`config.mk`:
```
export PLATFORM = sky130hd
export DESIGN_NAME = wb_cmd_master
export DESIGN_NICKNAME = d
export VERILOG_FILES = /design/src/rtl/wb_cmd_master.sv
export SDC_FILE = /design/constraint.sdc
export NUM_CORES = 1
export LEC_CHECK = 0
export ABC_AREA = 1
export BUFFER_PORTS_ARGS = -buffer_cell sky130_fd_sc_hd__buf_2
export CAP_MARGIN = 20
export CORE_ASPECT_RATIO = 0.75
export CORE_MARGIN = 2
export CORE_UTILIZATION = 25
export CTS_BUF_LIST = sky130_fd_sc_hd__clkbuf_8
export DETAILED_ROUTE_END_ITERATION = 6
export PLACE_DENSITY = 0.49
export SLEW_MARGIN = 20
export SYNTH_ARGS = -nofsm -noshare
export SYNTH_HDL_FRONTEND = slang
export SYNTH_SLANG_ARGS = --single-unit
```
`constraint.sdc`:
```
create_clock -name wb_clk_i -period 3.9 [get_ports wb_clk_i]
set_input_delay 0.78 -clock wb_clk_i [delete_from_list [all_inputs] [get_ports wb_clk_i]]
set_output_delay 0.78 -clock wb_clk_i [all_outputs]
set_load 0.02 [all_outputs]
```
`src/rtl/wb_cmd_master.sv`:
```
// wb_cmd_master: single-outstanding Wishbone classic initiator.
// One command on the valid/ready command port becomes one Wishbone cycle.
// The result is then returned on the valid/ready response port.
// Optional ack timeout: define WB_CMD_MASTER_TIMEOUT_EN to build the abort counter.
// Without the macro, BUS waits for an ack indefinitely and rsp_err stays 0.
module wb_cmd_master #(
  parameter int TO_W           = 8,
  parameter int TIMEOUT_CYCLES = 255
) (
  input  logic        wb_clk_i,
  input  logic        wb_rst_i,
  input  logic        cmd_valid,
  output logic        cmd_ready,
  input  logic        cmd_we,
  input  logic [31:0] cmd_adr,
  input  logic [31:0] cmd_dat,
  input  logic [3:0]  cmd_sel,
  output logic        rsp_valid,
  input  logic        rsp_ready,
  output logic [31:0] rsp_dat,
  output logic        rsp_err,
  output logic        m_cyc_o,
  output logic        m_stb_o,
  output logic        m_we_o,
  output logic [31:0] m_adr_o,
  output logic [31:0] m_dat_o,
  output logic [3:0]  m_sel_o,
  input  logic [31:0] m_dat_i,
  input  logic        m_ack_i
);

  if (TIMEOUT_CYCLES < 1 || TIMEOUT_CYCLES > (2**TO_W) - 1) begin : g_bad_timeout
    $error("wb_cmd_master: TIMEOUT_CYCLES must lie in 1..2**TO_W-1");
  end

  typedef enum logic [1:0] {
    IDLE = 2'd0,
    BUS  = 2'd1,
    RESP = 2'd2
  } state_t;

  state_t      state_q;
  state_t      state_d;

  logic        cmd_ready_d;
  logic        cyc_d;
  logic        we_d;
  logic [31:0] adr_d;
  logic [31:0] dat_d;
  logic [3:0]  sel_d;
  logic        rsp_valid_d;
  logic [31:0] rsp_dat_d;
  logic        rsp_err_d;
  logic        timeout_hit;

`ifdef WB_CMD_MASTER_TIMEOUT_EN
  logic [TO_W-1:0] to_cnt;

  // Count un-acked BUS cycles; held at zero outside BUS so every cycle starts fresh
  always_ff @(posedge wb_clk_i or posedge wb_rst_i) begin
    if (wb_rst_i) begin
      to_cnt <= '0;
    end else if (state_q != BUS) begin
      to_cnt <= '0;
    end else if (!m_ack_i) begin
      to_cnt <= to_cnt + 1'b1;
    end
  end

  // The abort edge is the one that would bring the count up to TIMEOUT_CYCLES
  assign timeout_hit = (state_q == BUS) && !m_ack_i &&
                       (to_cnt == TO_W'(TIMEOUT_CYCLES - 1));
`else
  assign timeout_hit = 1'b0;
`endif

  // State register plus the registered copies of every output
  always_ff @(posedge wb_clk_i or posedge wb_rst_i) begin
    if (wb_rst_i) begin
      state_q   <= IDLE;
      cmd_ready <= 1'b1;
      m_cyc_o   <= 1'b0;
      m_stb_o   <= 1'b0;
      m_we_o    <= 1'b0;
      m_adr_o   <= '0;
      m_dat_o   <= '0;
      m_sel_o   <= '0;
      rsp_valid <= 1'b0;
      rsp_dat   <= '0;
      rsp_err   <= 1'b0;
    end else begin
      state_q   <= state_d;
      cmd_ready <= cmd_ready_d;
      m_cyc_o   <= cyc_d;
      m_stb_o   <= cyc_d;
      m_we_o    <= we_d;
      m_adr_o   <= adr_d;
      m_dat_o   <= dat_d;
      m_sel_o   <= sel_d;
      rsp_valid <= rsp_valid_d;
      rsp_dat   <= rsp_dat_d;
      rsp_err   <= rsp_err_d;
    end
  end

  // Next-state selection: one Wishbone cycle per command, then one response handshake
  always_comb begin
    state_d = state_q;
    case (state_q)
      IDLE: if (cmd_valid) state_d = BUS;
      BUS:  if (m_ack_i || timeout_hit) state_d = RESP;
      RESP: if (rsp_ready) state_d = IDLE;
      default: state_d = IDLE;
    endcase
  end

  // Next values of the registered outputs; anything not updated holds its value
  always_comb begin
    cmd_ready_d = cmd_ready;
    cyc_d       = m_cyc_o;
    we_d        = m_we_o;
    adr_d       = m_adr_o;
    dat_d       = m_dat_o;
    sel_d       = m_sel_o;
    rsp_valid_d = rsp_valid;
    rsp_dat_d   = rsp_dat;
    rsp_err_d   = rsp_err;
    case (state_q)
      IDLE: begin
        if (cmd_valid) begin
          cmd_ready_d = 1'b0;
          cyc_d       = 1'b1;
          we_d        = cmd_we;
          adr_d       = cmd_adr;
          dat_d       = cmd_dat;
          sel_d       = cmd_sel;
        end
      end
      BUS: begin
        if (m_ack_i) begin
          cyc_d       = 1'b0;
          rsp_valid_d = 1'b1;
          rsp_err_d   = 1'b0;
          rsp_dat_d   = m_we_o ? 32'h0000_0000 : m_dat_i;
        end else if (timeout_hit) begin
          cyc_d       = 1'b0;
          rsp_valid_d = 1'b1;
          rsp_err_d   = 1'b1;
          rsp_dat_d   = 32'hFFFF_FFFF;
        end
      end
      RESP: begin
        if (rsp_ready) begin
          rsp_valid_d = 1'b0;
          cmd_ready_d = 1'b1;
        end
      end
      default: begin
        cyc_d       = 1'b0;
        rsp_valid_d = 1'b0;
        cmd_ready_d = 1'b1;
      end
    endcase
  end

endmodule

```
==> run_results.csv <==
group,metric,value,unit
status,status,"completed",
worst_setup_path,crit_path_end_kind,"register",
sta,slew_violations,0,
place,place_inst,888,
worst_setup_path,worst-setup-path-type,"register to register",
final_layout,final_cells,906,
worst_setup_path,timing.rr.end,"m_we_o$_DFFE_PP0P_",
clocking,clkSlewWorstSetupHoldPaths,0.09,ns
clocking,clkLatencyLatePin,0.38,ns
sta,skew,0.00941,ns
worst_setup_path,crit_required,4.14,ns
sta,min_period_over_period,0.479,
worst_setup_path,crit_fanout,45,
global_route,grtUsageTotal,0.136,
global_route,grt_overflow_total,0,
detailed_routing,wl_per_cell,13.8,um
floorplan,die_w,157,um
synthesis,yosysUniqueCellTypes,23,
job,cap_violations,0,
final_layout,mostFrequentLayoutCell,"buf_2",
worst_setup_path,crit_arrival,2.11,ns
clocking,cts-root-buf,"clkbuf_8",
clocking,htree_levels,3,
sta,worstMarginPinSlew,0.814,ns
worst_setup_path,r2r-start,"state_q[1]$_DFFE_PP0P_",
power_and_ir_drop,ir_drop,0.340,mV
clocking,cts_sinks,106,
global_route,grt_max_degree,70,
min_path,hold_start,"cmd_ready$_DFFE_PP1P_",
detailed_routing,vias,3886,
detailed_routing,wirelength,12500,um
final_layout,final_area,5750,um2
place,hpwl,8830,um
detailed_routing,dr.first_iter.drc_count,266,
synthesis,synthesis.area,4370,um2
min_path,hold_class,"register to register",
clocking,clockBufferDepth,2,
synthesis,ys_ff_latch,106,
sta,slew_headroom,0.456,
synthesis,synth_fp_nets,578,
floorplan,die_area,18600,um2
floorplan,core_area,17000,um2
worst_setup_path,rrSetupSlack,2.03,ns
synthesis,yosysSeqAreaShare,0.607,
sta,clock.fmax,535,MHz
final_layout,drive_gt1_frac,0.398,
sta,finalSetupTns,0,ns
final_layout,final_nets,770,
place,gp_congestion,0.764,
worst_setup_path,critPathLaunchType,"register",
sta,finalSetupViolCount,0,
synthesis,synth_area_leaders,"dfrtp_1 60%, nand2_1 18%, nand3_1 8.0%",
clocking,cts_buffers,9,
detailed_routing,ant_nets,0,
floorplan,initial_core_util,0.257,
detailed_routing,via_per_inst,4.29,
clocking,post_cts_buffers,0,
final_layout,syn2layout_area_growth,31.6,%
synthesis,yosys.area.top_type,"dfrtp_1",
clocking,cts_tree,"built",
synthesis,yosysWarnings,0,
floorplan,die_y,118,um
power_and_ir_drop,p_per_area,830,nW/um2
min_path,whs_path_depth,2,
floorplan,row_count,41,
place,portBuffers,210,
worst_setup_path,worstRegToRegCells,5,
synthesis,synth_top_area_share,0.601,
detailed_routing,drtPass1Iterations,4,
synthesis,synthCells,472,
sta,hold_violations,0,
power_and_ir_drop,total_leakage_power,0.00323,uW
clocking,ctsResizeCount,0,
final_layout,layout_common_cells,"210 x buf_2, 207 x nand2_1, 105 x dfrtp_1",
clocking,ctsHoldBuffers,0,
min_path,worst_hold_path.endpoint,"cmd_ready$_DFFE_PP1P_",
global_route,antenna_found_initial,1,
global_route,grt_pass1_wl,19900,um
sta,rsz0062_at_grt,"no",
sta,min_period,1.87,ns
global_route,grt_pass1_vias,3875,
detailed_routing,route.detailed.drc,0,
synthesis,avgSynthCellArea,9.26,um2
floorplan,io_pins,212,
place,post_dp_cell_area,5540,um2
-- stage by stage --
stage / hold slack (ns) / power [uW] / setup slack (ns) / util
final: 0.475 / 4780 / 2.03 / 0.339
after global routing: 0.498 / 5170 / 1.82 / 0.339
after CTS: 0.476 / 4830 / 1.94 / 0.337
after detailed placement: 0.454 / 4170 / 1.65 / 0.326
after global placement: 0.452 / 4130 / 1.68 / 0.326
after floorplan: 0.494 / 3400 / 0.333 / -
-- logic make-up after synthesis --
| group | count (synthesis) | share of synthesized area |
|---|---|---|
| and+or+nand+nor | 288 | 0.275 |
| DFF | 106 | 0.607 |
| buffers and inverters | 42 | 0.0573 |
| AOI/OAI and AO/OA | 35 | 0.0590 |
| other | 1 | 0.000858 |
-- report_power, final --
group | internal [uW] | leakage, uW | switching [uW] | total, uW
combinational | 708 | 0.00180 | 1560 | 2270
clock | 264 | 0.0000965 | 379 | 644
sequential | 1590 | 0.00134 | 275 | 1860
-- critical path, cell delays in order, from the launching register on --
cell,delay [ns]
dfrtp_1,0.46
nor2_4,0.15
nand2_2,0.49
buf_4,0.46
nor2_1,0.12
a21oi_1,0.04
-- worst max-delay path by stage --
stage | cells past startpoint | start | end
2_1_floorplan | 1 | wb_rst_i | m_adr_o[0]$_DFFE_PP0P_
3_3_place_gp | 4 | cmd_valid | m_we_o$_DFFE_PP0P_
3_5_place_dp | 4 | cmd_valid | m_we_o$_DFFE_PP0P_
4_1_cts | 5 | state_q[1]$_DFFE_PP0P_ | m_we_o$_DFFE_PP0P_
5_1_grt | 5 | state_q[1]$_DFFE_PP0P_ | m_we_o$_DFFE_PP0P_
6_report | 5 | state_q[1]$_DFFE_PP0P_ | m_we_o$_DFFE_PP0P_
-- synth_stat cells --
library cell    n
nand2_2         8
nor2_4          1
o21ai_1         4
nand3_1        70
buf_8           1
buf_2          12
nand2_1       207
nor2_1          1
conb_1          1
buf_1           5
buf_4           4
inv_1           6
a21oi_1         1
clkbuf_1        7
inv_2           2
buf_6           2
nand2_4         1
dfstp_2         1
dfrtp_1       105
clkbuf_4        1
buf_12          2
o21ai_2        22
o21ai_0         8
-- final cells by class --
type,instances,area (um2)
tap,236,295
fill,1811,11200
clock inverter,5,30.0
timing repair buffer,215,1120
multi-input combinational,324,1470
sequential,106,2650
clock buffer,11,151
inverter,8,32.5
antenna,1,2.50
-- flip-flops by register name, indices dropped and copies added (netlist names) --
signal     count
rsp_valid      1
cmd_ready      1
m_stb_o        1
m_sel_o        4
state_q        2
m_dat_o       32
rsp_dat       32
m_adr_o       32
m_we_o         1
-- layer usage --
layer / GRT usage / vias up / wire [um]
li1: - / 1880 / -
met1: 0.170 / 1824 / 5500
met2: 0.202 / 171 / 5320
met3: 0.0737 / 11 / 1550
met4: 0.0419 / 0 / 162
met5: 0 / - / 0
(Power assumes the default switching activity.)
